**src/rtl/ysyx_25040105_lsu.sv**
```systemverilog
// Load/store unit sitting after the EXU: runs one valid/ready bus transaction per op,
// aligns store lanes, extracts and extends load data, and flags misalignment/bus errors/timeouts.
module ysyx_25040105_lsu #(
    parameter int unsigned TIMEOUT = 255
) (
    input  logic        clk,
    input  logic        rst_n,
    input  logic        in_valid,
    output logic        in_ready,
    input  logic        in_wen,
    input  logic [1:0]  in_size,
    input  logic        in_unsigned,
    input  logic [31:0] in_addr,
    input  logic [31:0] in_wdata,
    output logic        mem_req_valid,
    input  logic        mem_req_ready,
    output logic        mem_we,
    output logic [31:0] mem_addr,
    output logic [31:0] mem_wdata,
    output logic [3:0]  mem_wstrb,
    input  logic        mem_rsp_valid,
    input  logic        mem_rsp_err,
    input  logic [31:0] mem_rdata,
    output logic        out_valid,
    input  logic        out_ready,
    output logic [31:0] out_rdata,
    output logic        out_err
);

    typedef enum logic [1:0] {
        S_IDLE = 2'd0,
        S_REQ  = 2'd1,
        S_WAIT = 2'd2,
        S_DONE = 2'd3
    } state_e;

    localparam logic [7:0] TIMEOUT_L = TIMEOUT[7:0];

    state_e      state_q, state_d;
    logic [31:0] addr_q, addr_d;
    logic [1:0]  size_q, size_d;
    logic        uns_q, uns_d;
    logic        wen_q, wen_d;
    logic [31:0] wdata_q, wdata_d;
    logic [3:0]  wstrb_q, wstrb_d;
    logic [7:0]  cnt_q, cnt_d;
    logic [31:0] rdata_q, rdata_d;
    logic        err_q, err_d;
    logic        bad_op_s;

    function automatic logic [3:0] lane_strb(input logic [1:0] size, input logic [1:0] off);
        case (size)
            2'd0:    return 4'b0001 << off;
            2'd1:    return 4'b0011 << off;
            2'd2:    return 4'b1111;
            default: return 4'b0000;
        endcase
    endfunction

    function automatic logic [31:0] lane_wdata(input logic [1:0] size, input logic [31:0] data);
        case (size)
            2'd0:    return {4{data[7:0]}};
            2'd1:    return {2{data[15:0]}};
            2'd2:    return data;
            default: return 32'h0000_0000;
        endcase
    endfunction

    function automatic logic [31:0] load_extract(input logic [1:0] size, input logic uns,
                                                 input logic [1:0] off, input logic [31:0] raw);
        logic [31:0] sh;
        sh = raw >> {off, 3'b000};
        case (size)
            2'd0:    return {{24{sh[7] & ~uns}}, sh[7:0]};
            2'd1:    return {{16{sh[15] & ~uns}}, sh[15:0]};
            2'd2:    return sh;
            default: return 32'h0000_0000;
        endcase
    endfunction

    // Illegal size or an address not aligned to the access size never reaches the bus.
    always_comb begin
        bad_op_s = 1'b0;
        case (in_size)
            2'd0:    bad_op_s = 1'b0;
            2'd1:    bad_op_s = in_addr[0];
            2'd2:    bad_op_s = (in_addr[1:0] != 2'b00);
            default: bad_op_s = 1'b1;
        endcase
    end

    // Next-state and datapath register updates for the IDLE/REQ/WAIT/DONE sequence.
    always_comb begin
        state_d = state_q;
        addr_d  = addr_q;
        size_d  = size_q;
        uns_d   = uns_q;
        wen_d   = wen_q;
        wdata_d = wdata_q;
        wstrb_d = wstrb_q;
        cnt_d   = cnt_q;
        rdata_d = rdata_q;
        err_d   = err_q;
        case (state_q)
            S_IDLE: begin
                if (in_valid) begin
                    addr_d  = in_addr;
                    size_d  = in_size;
                    uns_d   = in_unsigned;
                    wen_d   = in_wen;
                    wdata_d = lane_wdata(in_size, in_wdata);
                    wstrb_d = in_wen ? lane_strb(in_size, in_addr[1:0]) : 4'b0000;
                    rdata_d = 32'h0000_0000;
                    cnt_d   = 8'd0;
                    err_d   = bad_op_s;
                    state_d = bad_op_s ? S_DONE : S_REQ;
                end else begin
                    state_d = S_IDLE;
                end
            end
            S_REQ: begin
                if (mem_req_ready) begin
                    state_d = S_WAIT;
                    cnt_d   = 8'd0;
                end else begin
                    state_d = S_REQ;
                end
            end
            S_WAIT: begin
                cnt_d = cnt_q + 8'd1;
                // A response in the timeout cycle takes priority over the timeout.
                if (mem_rsp_valid) begin
                    state_d = S_DONE;
                    err_d   = mem_rsp_err;
                    rdata_d = (mem_rsp_err || wen_q) ? 32'h0000_0000
                                                     : load_extract(size_q, uns_q, addr_q[1:0], mem_rdata);
                end else if ((cnt_q + 8'd1) == TIMEOUT_L) begin
                    state_d = S_DONE;
                    err_d   = 1'b1;
                    rdata_d = 32'h0000_0000;
                end else begin
                    state_d = S_WAIT;
                end
            end
            S_DONE: begin
                if (out_ready) begin
                    state_d = S_IDLE;
                end else begin
                    state_d = S_DONE;
                end
            end
            default: begin
                state_d = S_IDLE;
            end
        endcase
    end

    // State and captured-op registers.
    always_ff @(posedge clk or negedge rst_n) begin
        if (!rst_n) begin
            state_q <= S_IDLE;
            addr_q  <= 32'h0000_0000;
            size_q  <= 2'd0;
            uns_q   <= 1'b0;
            wen_q   <= 1'b0;
            wdata_q <= 32'h0000_0000;
            wstrb_q <= 4'b0000;
            cnt_q   <= 8'd0;
            rdata_q <= 32'h0000_0000;
            err_q   <= 1'b0;
        end else begin
            state_q <= state_d;
            addr_q  <= addr_d;
            size_q  <= size_d;
            uns_q   <= uns_d;
            wen_q   <= wen_d;
            wdata_q <= wdata_d;
            wstrb_q <= wstrb_d;
            cnt_q   <= cnt_d;
            rdata_q <= rdata_d;
            err_q   <= err_d;
        end
    end

    assign in_ready      = (state_q == S_IDLE);
    assign mem_req_valid = (state_q == S_REQ);
    assign mem_we        = wen_q;
    assign mem_addr      = {addr_q[31:2], 2'b00};
    assign mem_wdata     = wdata_q;
    assign mem_wstrb     = wstrb_q;
    assign out_valid     = (state_q == S_DONE);
    assign out_rdata     = rdata_q;
    assign out_err       = err_q;

endmodule

```
**config.mk**
```make
export PLATFORM = sky130hd
export DESIGN_NAME = ysyx_25040105_lsu
export DESIGN_NICKNAME = d
export VERILOG_FILES = /design/src/rtl/ysyx_25040105_lsu.sv
export SDC_FILE = /design/constraint.sdc
export NUM_CORES = 1
export LEC_CHECK = 0
export ABC_AREA = 1
export BUFFER_PORTS_ARGS = -buffer_cell sky130_fd_sc_hd__buf_2
export CAP_MARGIN = 20
export CORE_MARGIN = 5
export CORE_UTILIZATION = 50
export CTS_BUF_LIST = sky130_fd_sc_hd__clkbuf_8
export DETAILED_ROUTE_END_ITERATION = 7
export PLACE_DENSITY = 0.8
export SLEW_MARGIN = 40
export SYNTH_ARGS = -nofsm -noshare
export SYNTH_HDL_FRONTEND = slang
export SYNTH_SLANG_ARGS = --single-unit
```
**constraint.sdc**
```tcl
create_clock -name clk -period 4 [get_ports clk]
set_clock_uncertainty 0.2 [all_clocks]
set_input_delay 0.8 -clock clk [delete_from_list [all_inputs] [get_ports clk]]
set_output_delay 0.8 -clock clk [all_outputs]
set_load 0.05 [all_outputs]
```
**After elaboration in Yosys (flattened, before gate mapping)**

Cells that the tools add are included.

- Shifts and indexed selects: 3
- Muxes and demuxes: 24
- $add $sub $neg: 1
- Bitwise gates (word level): 3
- Reductions and logical operators: 10
- $lt $le $gt $ge: 0
- Multipliers: 0
- Div/mod/pow operators: 0
- Eq/ne operators: 11

Operators by type and width:

| kind | number |
|---|---|
| one-hot mux 32 bit (3 select lines) | 2 |
| 2-to-1 mux 32 bit | 4 |
| one-hot mux 32 bit (2 select lines) | 1 |
| right shift 32 x 5 -> 32 bit | 1 |
| one-hot mux 8 bit (3 select lines) | 1 |
| 2-to-1 mux 8 bit | 2 |
| one-hot mux 4 bit (3 select lines) | 1 |
| adder 8 x 1 -> 8 bit, second input constant | 1 |
| == test 2 bit, second input constant | 4 |
| == test 8 bit, second input constant | 1 |
| 2-to-1 mux 2 bit | 4 |
| one-hot mux 2 bit (4 select lines) | 1 |
| == test 2 x 1 -> 1 bit, second input constant | 3 |
| logical NOT 2 bit | 3 |
| AND reduction 3 bit | 2 |
| 2-to-1 mux 1 bit | 5 |
| 2-to-1 mux 4 bit | 1 |
| nonzero test 2 bit | 2 |
| left shift 1 x 2 -> 4 bit, first input constant | 1 |
| left shift 2 x 2 -> 4 bit, first input constant | 1 |
| inequality test 3 bit, second input constant | 1 |
| one-hot mux 1 bit (3 select lines) | 1 |
| nonzero test 3 bit | 1 |
| AND 1 bit | 2 |
| other kinds (6) | 6 |

- Register bits after elaboration: 115
- Latch bits: 0
- Memories: 0
- Memory bits (read-only): 0
- Bits in writable memories: 0
- Bits of input ports: 107
- Output and inout bits: 105
- Word-level logic and storage cells: 62

**Depth between registers and ports, before layout**

Gate-level depths: netlist of the first run.

- Depth in word-level cells: 6
- Gate-level depth with buffers: 12
- Mapped depth without buffers: 11

**Least setup slack after synthesis of the first run**

Ideal clock, no wire load.

- Path type: register to register
- From: register state_q[1]
- To: register wdata_q[14], in the netlist mem_wdata[14]
- Clock period less this slack: 2.352 ns
- Cell stages (with the launch flop): 7
- Path slack: 1.648 ns
- Arrival: 2.075 ns
- Required time: 3.723 ns
- Cells stage by stage: dfrtp_1 > nor2_1 > nand2_1 > nor2_4 > inv_2 > clkbuf_1 > o21ai_1

- Word-level cells in the longest chain between the ends: 2

RTL lines:

| what | RTL line | source |
|---|---|---|
| start, declared | 39 | `state_e state_q, state_d;` |
| start signal, assigned | 172 | `state_q <= state_d;` |
| logical NOT 2 bit | - |  |
| named net in_ready | 9 | `output logic in_ready,` |
| AND reduction 2 bit (no source line) | - |  |
| end signal, assigned | 177 | `wdata_q <= wdata_d;` |
| end, declared | 44 | `logic [31:0] wdata_q, wdata_d;` |

The timed path passes the listed nets, and every way through them passes these cells.
A chain may end at the register's enable or synchronous reset.

**Worst setup path in the final report of the first run**

- From: register addr_q[0]
- To: register rdata_q[15], in the netlist out_rdata[15]

- Word-level cells in the longest chain between the ends: 6

RTL lines:

| what | RTL line | source |
|---|---|---|
| start, declared | 40 | `logic [31:0] addr_q, addr_d;` |
| start signal, assigned | 173 | `addr_q <= addr_d;` |
| right shift 32 x 5 -> 32 bit * | 72 | `sh = raw >> {off, 3'b000};` |
| AND 1 bit | 74 | `2'd0: return {{24{sh[7] & ~uns}}, sh[7:0]};` |
| one-hot mux 32 bit (3 select lines) * | 73 | `case (size)` |
| 2-to-1 mux 32 bit * | 135 | `rdata_d = (mem_rsp_err \|\| wen_q) ? 32'h0000_0000` |
| 2-to-1 mux 32 bit * | 132 | `if (mem_rsp_valid) begin` |
| one-hot mux 32 bit (2 select lines) * | 104 | `case (state_q)` |
| end signal, assigned | 180 | `rdata_q <= rdata_d;` |
| end, declared | 47 | `logic [31:0] rdata_q, rdata_d;` |

Mark *: on every way between the ends. The rest lies on a longest branch, timed or not.

==> results.md, run 1 <==
* Vias in the first global route at roughly 5600
* Setup TNS at 0 ns
* Critical Path AT at 2.88 ns
* Tmin final at 2.78 ns
* Final setup viols at 0
* Vias at 5844
* Skew-Pair Late Insertion Delay at 0.42 ns
* NumNets Final at 1050
* Synth top area share at 48.2%
* Antenna Nets Post-Route at 0
* Fill cells at 1051
* RSZ-0062 raised after global routing: false
* Post-synth EDFFs at 0
* Power per standard cell area at 954 nW/um2
* Syn. warnings at 0
* CP Cell Sequence: buf_4 > inv_2 > o21ai_0 > o21ai_0 > inv_1 > nand2_1 > o21ai_0 > nand2_1 > nand2_1
* Max IR drop VDD at 567 uV
* Hold Fails Final Rpt at 0
* Max Cap Violations at 0
* Placer congestion estimate at 0.863
* Syn avg cell area at 7.63 um2
* Status: finished clean
* Final wirelength at approximately 17 mm
* Multi-input logic area at between 2000 and 2500 um2
* Post-CTS setup buffers at 0
* Vias per inst at 5.33
* Post-synthesis adder-cell area fraction at less than 1%
* GRT Overall Usage at 23.6%
* Setup crit start kind: flip-flop
* First-pass DRT Iterations at 5
* Kind of end point of the critical path: flip-flop
* ANT cells at 0
* Num ports at 212
* Initial Utilization at 51.6%
* Port bufs at 209
* Syn Inst Count at slightly below 800
* Main combinational cell family by area after synthesis: simple AND/OR/NAND/NOR gates
* Crit-path slowest cell: nand2_1
* Seq/Total Area, Yosys at 48.2%
* Pin count of the biggest net entering global routing at 68
* First-pass GRT wire length at about 28 mm
* Row count at 39
* H-tree depth at 4
* Worst-path maximum fanout at 39
* Die footprint at 14200 um2
* Clk pin slew, worst setup/hold paths at 0.08 ns
* Die X at 119 um
* Synth Flop Type: dfrtp_1
* CTS Buf Count at 17
* Die Y at 119 um
* Xor and xnor fraction of the mapped netlist area at 0%
* Clock tree buffer depth at 2
* Drt drc at 0
* Post-synth cell types at 29
* Lkg Pwr at ~4.2 nW
* Hold Path Class: input pin to asynchronous set/reset pin
* Wirelength per Cell at 15.3 um
* Actual slew at the worst max-slew pin at 0.798 ns
* Post-Layout Cell Count at 1097
* Compound-cell area share of the yosys netlist at 10.7%
* Post-CTS Hold Fix Bufs at 0
* Fmax at 0.360 GHz
* Reg area at 2880 um2
* Simple-Gate Fraction of Synth Area at between 30% and 40%
* CP top delay family: simple AND/OR/NAND/NOR gates
* Synth top cells by count: nand2_1, dfrtp_1, a21oi_1, nor2_1, nand3_1
* Post-route clock period utilization at 69.4%
* Pins Over Slew Limit at 0
* CP Class: flip-flop to flip-flop
* Core outline area at between 10000 and 15000 um2
* Area grow syn2layout at 21.6%
* CP peak stage delay at 0.59 ns
* Antenna violations before repair at 0
* Dpl hpwl at 11.9 mm
* Area leader, netlist: dfrtp_1
* Async SR Flop Fraction at 100%
* Layout cell share with drive strength beyond 1 at between 20% and 30%
* Root Driver: clkbuf_8
* TritonCTS clock tree: done
* FF+latch count, synth at 115
* Top-count cell post-synth: nand2_1
* Largest cells by area after synthesis: dfrtp_1, nand2_1, buf_4, a21oi_1, nand4_1
* WP buf/inv at 3
* Multiplexer share of the synthesized area at 0%
* Number of clock sinks at 115
* Critical Path RT at roughly 4.1 ns
* Post-CTS sizing at 0
* Drt initial violations at 653
* Gr ovfl total at 0
* Rel. slew slack at 46.7%
* Inst Count DP at 1065
* Post-synthesis cell area at 5970 um2
==> flip-flops by register name (all words and copies together) (netlist names) <==
name       count
mem_wdata     32
mem_wstrb      4
state_q        2
mem_we         1
out_err        1
addr_q        32
size_q         2
cnt_q          8
out_rdata     32
uns_q          1
==> through the flow <==
step / setup WS [ns] / power (W) / instance area (um2) / hold WS (ns) / utilization [%]
2_1_floorplan: 1.65 / 0.00500 / 5970 / 0.250 / -
3_3_place_gp: 1.35 / 0.00563 / 6800 / 0.257 / 58.8
3_5_place_dp: 1.30 / 0.00569 / 6800 / 0.259 / 58.8
4_1_cts: 1.29 / 0.00694 / 7250 / 0.199 / 62.7
5_1_grt: 0.930 / 0.00734 / 7250 / 0.227 / 62.7
6_report: 1.22 / 0.00692 / 7250 / 0.188 / 62.7
==> worst reg2reg max path, stage by stage (launching register included) <==
cell	delay (ns)
dfrtp_1	0.36
buf_4	0.21
inv_2	0.46
o21ai_0	0.22
o21ai_0	0.19
inv_1	0.07
nand2_1	0.59
o21ai_0	0.20
nand2_1	0.11
nand2_1	0.05
==> placed cells by master, fill, tap and decap left out, drive strengths merged, types with 8 or more instances in the layout <==
cell / Yosys / routed
nand4: 35 / 35
dfrtp: 115 / 115
inv: 42 / 50
nor2: 44 / 44
o21ai: 46 / 46
nand2: 312 / 312
buf: 60 / 214
clkbuf: 15 / 17
a22o: 8 / 8
a21oi: 50 / 50
nand3: 40 / 40
==> logic make-up after synthesis <==
group,count (synthesis)
AOI/OAI and AO/OA,113
adders and majority gates,2
buffers and inverters,118
DFF,115
other,1
and+or+nand+nor,433
==> where the power goes <==
| group | internal, W | switching [W] | total, W |
|---|---|---|---|
| logic | 0.000831 | 0.00285 | 0.00368 |
| registers | 0.00166 | 0.000337 | 0.00199 |
| clock network | 0.000698 | 0.000542 | 0.00124 |
==> routing by layer <==
layer | vias up | track usage, % | part of all wire, %
li1 | 2818 | - | -
met1 | 2739 | 30.3 | 41
met2 | 252 | 39.4 | 49
met3 | 35 | 5.92 | 8.2
met4 | 0 | 7.39 | 1.9
met5 | - | 0 | 0
==> final timing paths <==
| path | from | endpoint | slack (ns) | cells past startpoint |
|---|---|---|---|---|
| setup / recovery | addr_q[0] | out_rdata[15] | 1.22 | 9 |
| hold / removal | rst_n | out_rdata[5] | 0.19 | 1 |
| setup reg to reg | addr_q[0] | out_rdata[15] | 1.22 | 9 |
| hold reg to reg | addr_q[31] | addr_q[31] | 0.28 | 2 |
| max in group asynchronous | rst_n | mem_wdata[15] | 2.63 | 2 |
| min in group clk | addr_q[31] | addr_q[31] | 0.28 | 2 |
==> area by class of cell <==
class	count	area share [%]
Multi-Input combinational cell	550	34.3
Tap cell	143	2.47
Inverter	43	2.23
Timing Repair Buffer	214	15.1
Sequential cell	115	39.7
Clock buffer	17	3.23
Clock inverter	15	2.98
No activity file was read; power rests on OpenSTA's default activity.
==> inputs of run 2 (changes only) <==
--- a/config.mk
+++ b/config.mk
@@ -5,14 +5,14 @@
 export SDC_FILE = /design/constraint.sdc
 export NUM_CORES = 1
 export LEC_CHECK = 0
-export ABC_AREA = 1
+export ABC_AREA = 0
 export BUFFER_PORTS_ARGS = -buffer_cell sky130_fd_sc_hd__buf_2
 export CAP_MARGIN = 20
 export CORE_MARGIN = 5
-export CORE_UTILIZATION = 50
+export CORE_UTILIZATION = 46
 export CTS_BUF_LIST = sky130_fd_sc_hd__clkbuf_8
 export DETAILED_ROUTE_END_ITERATION = 7
-export PLACE_DENSITY = 0.8
+export PLACE_DENSITY = 0.78
 export SLEW_MARGIN = 40
 export SYNTH_ARGS = -nofsm -noshare
 export SYNTH_HDL_FRONTEND = slang
==> constraint.sdc (replaced) <==
create_clock -name clk -period 2.2 [get_ports clk]
set_clock_uncertainty 0.2 [all_clocks]
set_input_delay 0.44 -clock clk [delete_from_list [all_inputs] [get_ports clk]]
set_output_delay 0.44 -clock clk [all_outputs]
set_load 0.05 [all_outputs]
==> run 2 against run 1 <==
- first-iteration DRC count shrank 47%
- largest cell class unchanged
- critical path type is now flip-flop to output pin
- sequential power up 80%
- synthesized cell count shrank 19%
- highest routed layer unchanged
- critical path depth is 6 lower
- utilization down 0.47 points
- final cell count decreased by 7.0%
- largest power group unchanged
==> results.md, run 2 <==
* Number of clock sinks at 115 (unchanged)
* Switching Share at 51.7% (-2.2 points)
* RSZ-0062 raised after global routing: false
* First-pass GRT wire length at 27.1 mm (-1.4%)
* Fill cells at 1073 (+2.1%)
* FF+latch count, synth at 115 (unchanged)
* Critical Path RT at 1.56 ns (-2.55 ns)
* Crit-path slowest cell: dfrtp_1
* Seq/Total Area, Yosys at 50.0% (+1.7 points)
* Synth top area share at 50.0% (+1.7 points)
* Hold Path Class: input pin to flip-flop
* Area leader, netlist: dfrtp_1
* ANT cells at 0 (unchanged)
* Total Power at 0.0124 W (+80%)
* Wirelength per Cell at 16.4 um (+7.1%)
* Tmin final at 2.11 ns
* Final core occ at 62.2% (-0.47 points)
* Skew-Pair Late Insertion Delay at 0.43 ns (about the same)
* Area grow syn2layout at 31.4%
* R2r worst-path depth at 6 (-3)
* Gr ovfl total at 0 (unchanged)
* Inst Count DP at 957 (-10%)
* Row count at 40 (+2.6%)
* Placer congestion estimate at 0.862 (-0.14%)
* Dpl hpwl at 11.7 mm (-1.6%)
* Antenna Nets Post-Route at 0 (unchanged)
* Async SR Flop Fraction at 100% (unchanged)
* CP Class: flip-flop to output pin
* Commonest non-fill, non-tap cell in the layout: buf_2
* Hold Fails Final Rpt at 0 (unchanged)
* Syn Inst Count at 632 (-19%)
* Setup TNS at 0 ns (unchanged)
* Setup crit end: in_ready
* Initial Utilization at 47.4% (-4.2 points)
* Max IR drop VDD at 960 uV (+69%)
* Critical path origin: state_q[1]
* Post-Layout Cell Count at 1020 (-7.0%)
* Syn avg cell area at 9.11 um2 (+19%)
* Kind of end point of the critical path: output pin
* Pint at 0.00600 W (+88%)
* Core outline area at 12200 um2 (+5.2%)
* Final setup viols at 0 (unchanged)
* Minimum hold slack at 0.0455 ns (-0.142 ns)
* Die Y at 122 um (+2.2%)
* Switching power total at 0.00643 W (+72%)
* Multi-input logic area at 2460 um2 (-0.91%)
* WP depth at 3 (-6)
* Pins Over Slew Limit at 0 (unchanged)
* Synth Flop Type: dfrtp_1
* Capturing point of the worst reg2reg path: out_rdata[6]
* Syn. warnings at 0 (unchanged)
* Root Driver: clkbuf_8
* Vias at 5345 (-8.5%)
* Worst R2R Start: cnt_q[3]
* Reg area at 2880 um2 (about the same)
* Port bufs at 209 (unchanged)
* Critical Path AT at 1.47 ns (-1.41 ns)
* Worst-path maximum fanout at 8 (-79%)
* Final wirelength at 16.7 mm (-0.45%)
* Drt drc at 0 (unchanged)
* CTS Buf Count at 17 (unchanged)
* Post-synth cell types at 46 (+59%)
* Lkg Pwr at 3.95 nW (-5.6%)
* Layout cell share with drive strength beyond 1 at 33.0% (+6.0 points)
* WP buf/inv at 2 (-1)
* Die X at 122 um (+2.2%)
* H-tree depth at 4 (unchanged)
* Actual slew at the worst max-slew pin at 0.546 ns (-0.252 ns)
* TritonCTS clock tree: done
* Antenna violations before repair at 0 (unchanged)
* Vias per inst at 5.24 (-1.6%)
* Drt initial violations at 349 (-47%)
* Clock tree buffer depth at 2 (unchanged)
* Vias in the first global route at 5431 (-3.2%)
* Seq pwr share at 28.9% (about the same)
* NumNets Final at 948 (-9.7%)
* Post-synthesis cell area at 5760 um2 (-3.4%)
* Largest cells by area after synthesis: dfrtp_1, nand2_1, mux2i_1, buf_4, o21ai_0
* Reg2Reg Setup Slack at 0.10 ns (-1.12 ns)
* Status: finished clean
* Most frequent cells in the layout: buf_2, nand2_1, dfrtp_1
* CP peak stage delay at 0.40 ns (-0.19 ns)
* Setup crit start kind: flip-flop
* Clk pin slew, worst setup/hold paths at 0.07 ns (about the same)
* CP Cell Sequence: buf_4 > nor2_2 > buf_2
* CP top delay family: buffers and inverters
* Power per standard cell area at 1640 nW/um2 (+72%)
* Rel. slew slack at 63.5% (+17 points)
* Pin count of the biggest net entering global routing at 69 (+1.5%)
* Clock power frac at 16.8% (-1.1 points)
* Logic gate share of total power at 54.3% (+1.0 points)
* Fmax at 0.473 GHz
* Post-route clock period utilization at 96.0%
* Die footprint at 14900 um2 (+4.5%)
* Num ports at 212 (unchanged)
* First-pass DRT Iterations at 4 (-1)
* Post-synth EDFFs at 0 (unchanged)
* Synth top cells by count: nand2_1, dfrtp_1, o21ai_0, a21oi_1, nor2_1
* GRT Overall Usage at 23.1% (-0.50 points)
* Top-count cell post-synth: nand2_1
* Max Cap Violations at 0 (unchanged)
-- run 2: worst reg2reg max path, stage by stage, from the launching register on --
cell	delay [ns]
dfrtp_1	0.49
nand4_2	0.19
or3_1	0.41
a22oi_2	0.19
a21oi_2	0.09
buf_12	0.17
a22o_1	0.25
-- run 2: through the flow --
stage               setup WS [ns]  cell area, um2
global route              0.00457            7570
detailed placement         0.0930            6830
CTS                        0.0658            7560
finish                     0.0880            7570
floorplan                  0.0825            5770
global placement            0.128            6830
-- run 2: cell families after synthesis --
group	after synthesis	share of synthesized area, %
buf+inv	76	7.56
xor+xnor	2	0.304
mux	37	6.84
fa+ha+maj	2	0.434
flops	115	50.0
simple gates	254	18.3
other cells	1	0.0651
compound gates	145	16.5
-- run 2: area by class of cell --
| class | count | area share (%) |
|---|---|---|
| clock buffers | 21 | 3.82 |
| clock inverters | 11 | 1.79 |
| inverters | 4 | 0.198 |
| multi-input cells | 442 | 32.5 |
| flip-flops and latches | 115 | 38.1 |
| well taps | 168 | 2.78 |
| repair buffers | 259 | 20.8 |
-- run 2: per-layer routing --
metal / share of wire (%) / global-route usage [%]
met3: 9.1 / 7.66
met4: 1.6 / 7.91
met1: 41 / 28.4
met5: 0 / 0
met2: 49 / 38.3
-- run 2: how the worst min path moves through the flow --
stage,from,endpoint,slack [ns],cells after the start
after floorplan,rst_n,addr_q[0],-0.06,0
after global placement,rst_n,out_rdata[8],0.18,1
after detailed placement,rst_n,out_rdata[13],0.18,1
after CTS,in_addr[27],addr_q[27],0.02,3
after global routing,in_addr[27],addr_q[27],0.02,3
final,in_addr[27],addr_q[27],0.05,3
-- run 2: power groups by stage --
| stage | combinational [W] | clock [W] | sequential [W] |
|---|---|---|---|
| 2_1_floorplan | 0.00348 | 0 | 0.00543 |
| 3_3_place_gp | 0.00663 | 0 | 0.00358 |
| 3_5_place_dp | 0.00672 | 0 | 0.00359 |
| 4_1_cts | 0.00676 | 0.00214 | 0.00358 |
| 5_1_grt | 0.00718 | 0.00224 | 0.00371 |
| 6_report | 0.00675 | 0.00209 | 0.00359 |
-- run 2: timing repair --
| item | 4_1_cts | 5_1_grt |
|---|---|---|
| setup endpoints to repair | 0 | 34 |
| endpoints found under the hold margin | 53 | 0 |
| buffers inserted | 0 | 0 |
| hold buffers | 31 | 0 |
| gates resized for setup | 0 | 3 |
==> inputs of run 3 (changes only) <==
--- a/config.mk
+++ b/config.mk
@@ -9,10 +9,10 @@
 export BUFFER_PORTS_ARGS = -buffer_cell sky130_fd_sc_hd__buf_2
 export CAP_MARGIN = 20
 export CORE_MARGIN = 5
-export CORE_UTILIZATION = 46
+export CORE_UTILIZATION = 50
 export CTS_BUF_LIST = sky130_fd_sc_hd__clkbuf_8
 export DETAILED_ROUTE_END_ITERATION = 7
-export PLACE_DENSITY = 0.78
+export PLACE_DENSITY = 0.81
 export SLEW_MARGIN = 40
 export SYNTH_ARGS = -nofsm -noshare
 export SYNTH_HDL_FRONTEND = slang
==> constraint.sdc (replaced) <==
create_clock -name clk -period 2.05 [get_ports clk]
set_clock_uncertainty 0.2 [all_clocks]
set_input_delay 0.41 -clock clk [delete_from_list [all_inputs] [get_ports clk]]
set_output_delay 0.41 -clock clk [all_outputs]
set_load 0.05 [all_outputs]
==> run 3 against run 2 <==
- sequential share of layout area fell by 0.25 points
- routed wire length rose by 0.59%
- register-to-register slack got worse by 0.05 ns
- critical path depth rose by 3
- die area fell by 7.4%
- power rose by 6.8%
- final area rose by 0.71%
- clock power fell by 4%
- setup slack got worse by 0.033 ns
- global-route usage rose by 1.0 points
- utilization rose by 4.8 points
- highest routed layer unchanged
==> results.md, run 3 (same netlist as run 2, synthesis figures left out) <==
* Lkg Pwr at 3.99 nW (+1.0%)
* Inst Count DP at 938 (-2.0%)
* Critical Path RT at 2.16 ns (+0.60 ns)
* Wirelength per Cell at 16.7 um (+1.9%)
* Clk pin slew, worst setup/hold paths at 0.07 ns (about the same)
* Root Driver: clkbuf_8
* Antenna Nets Post-Route at 0 (unchanged)
* Clock tree buffer depth at 2 (unchanged)
* RSZ-0062 raised after global routing: true
* Switching power total at 0.00694 W (+7.9%)
* Kind of end point of the critical path: flip-flop
* First-pass GRT wire length at 27.5 mm (+1.5%)
* Setup crit start kind: flip-flop
* Die footprint at 13800 um2 (-7.4%)
* Drt drc at 0 (unchanged)
* DR WL met3 at 1.34 mm (-13%)
* Max IR drop VDD at 1260 uV (+31%)
* Critical Path AT at 2.10 ns (+0.63 ns)
* Clock power frac at 15.1% (-1.7 points)
* Vias per inst at 5.37 (+2.5%)
* First-pass DRT Iterations at 4 (unchanged)
* H-tree depth at 4 (unchanged)
* Pint at 0.00633 W (+5.6%)
* TritonCTS clock tree: done
* Initial Utilization at 50.7% (+3.3 points)
* Most frequent cells in the layout: buf_2, nand2_1, dfrtp_1
* Fmax at between 0.5 and 0.6 GHz
* Core outline area at 11400 um2 (-6.5%)
* Worst-path maximum fanout at 33 (+25)
* Num ports at 212 (unchanged)
* Top sig layer: met4
* Power per standard cell area at 1740 nW/um2 (+6.0%)
* Pre-CTS setup slack at -0.0298 ns (-0.123 ns)
* Hold Path Class: input pin to flip-flop
* Dpl hpwl at 11.8 mm (+1.2%)
* Commonest non-fill, non-tap cell in the layout: buf_2
* ANT cells at 0 (unchanged)
* Max Cap Violations at 0 (unchanged)
* Layout cell share with drive strength beyond 1 at 33.7% (+0.70 points)
* Met2 wire length at 8.06 mm (-1.0%)
* Skew-Pair Late Insertion Delay at 0.42 ns (about the same)
* Placer congestion estimate at 0.906 (+5.1%)
* Hold Fails Final Rpt at 0 (unchanged)
* Post-route clock period utilization at 97.3%
* Switching Share at 52.3% (+0.53 points)
* Post-Layout Cell Count at 1007 (-1.3%)
* Number of clock sinks at 115 (unchanged)
* Die Y at 117 um (-3.7%)
* Vias at 5408 (+1.2%)
* CP peak stage delay at 0.43 ns (+0.03 ns)
* Tmin final at 2.00 ns
* Final wirelength at 16.8 mm (+0.59%)
* Met1 wire length at 6.95 mm (+2.4%)
* CTS Buf Count at 17 (unchanged)
* Pin count of the biggest net entering global routing at 90 (+30%)
* Area grow syn2layout at 32.3%
* Port bufs at 209 (unchanged)
* Final setup viols at 0 (unchanged)
* NumNets Final at 960 (+1.3%)
* Drt initial violations at 450 (+29%)
* Row count at 39 (-2.5%)
* Pins Over Slew Limit at 0 (unchanged)
* Logic gate share of total power at 55.9% (+1.6 points)
* Die X at 117 um (-3.7%)
* Status: finished clean
* Seq pwr share at 29.0% (about the same)
* Worst Slack Setup Final at 0.0549 ns (-0.0332 ns)
* Gr ovfl total at 0 (unchanged)
* GRT Overall Usage at 24.1% (+1.0 points)
* Crit-path slowest cell: dfrtp_2
* CP Cell Sequence: nand2_1 > or3_1 > a22oi_2 > a21oi_2 > buf_12 > a22o_1
* Vias in the first global route at 5580 (+2.7%)
* Antenna violations before repair at 0 (unchanged)
* CP Class: flip-flop to flip-flop
run 3: through the flow:
stage                     setup TNS (ns)  hold slack [ns]  util, %  power [W]  instance area, um2
after floorplan                        0          -0.0856        -    0.00957                5770
after global placement                 0            0.137     60.2     0.0110                6850
after detailed placement          -0.325            0.142     60.2     0.0111                6850
after CTS                              0         0.000867     66.7     0.0133                7580
after global routing              -0.311           0.0331     67.0     0.0140                7620
final                                  0           0.0333     67.0     0.0133                7620
run 3: worst paths after layout:
check / start / endpoint / slack [ns] / depth (start not counted)
min in group asynchronous: rst_n / out_rdata[0] / 0.25 / 2
setup reg to reg: cnt_q[0] / out_rdata[6] / 0.05 / 6
hold / removal: in_wdata[22] / mem_wdata[22] / 0.03 / 3
setup / recovery: cnt_q[0] / out_rdata[6] / 0.05 / 6
max in group asynchronous: rst_n / addr_q[8] / 0.71 / 3
hold reg to reg: mem_wdata[3] / mem_wdata[3] / 0.27 / 2
run 3: what timing repair did:
action / 4_1_cts / 5_1_grt
gates resized for setup: 3 / 8
pin swaps: 0 / 2
hold buffers: 33 / 0
buffers inserted: 2 / 2
setup endpoints to repair: 17 / 36
hold endpoints to repair: 56 / 0
run 3: final cells by class:
class	count	area, um2
clock buffers	19	262
clock inverters	13	120
fillers	883	3750
inverters	4	15.0
multi-input cells	442	2480
flip-flops and latches	115	2880
well taps	143	179
repair buffers	271	1680
run 3: worst max-delay path: cells and delay by family, from the launching register on:
kind,cells,cell delay [ns]
compound gates,3,0.57
buf+inv,1,0.18
flops,1,0.43
simple gates,2,0.50
run 3: power by group through the flow:
stage	Sequential (W)	Combinational, W	Clock [W]
floorplan	0.00583	0.00374	0
global placement	0.00381	0.00715	0
detailed placement	0.00385	0.00729	0
CTS	0.00383	0.00738	0.00207
global route	0.00397	0.00787	0.00217
finish	0.00385	0.00742	0.00201
run 3: per-layer routing:
layer,vias up,GRT usage (%)
met5,-,0
met4,0,11.0
met3,40,7.80
met2,228,37.9
met1,2569,30.4
li1,2571,-
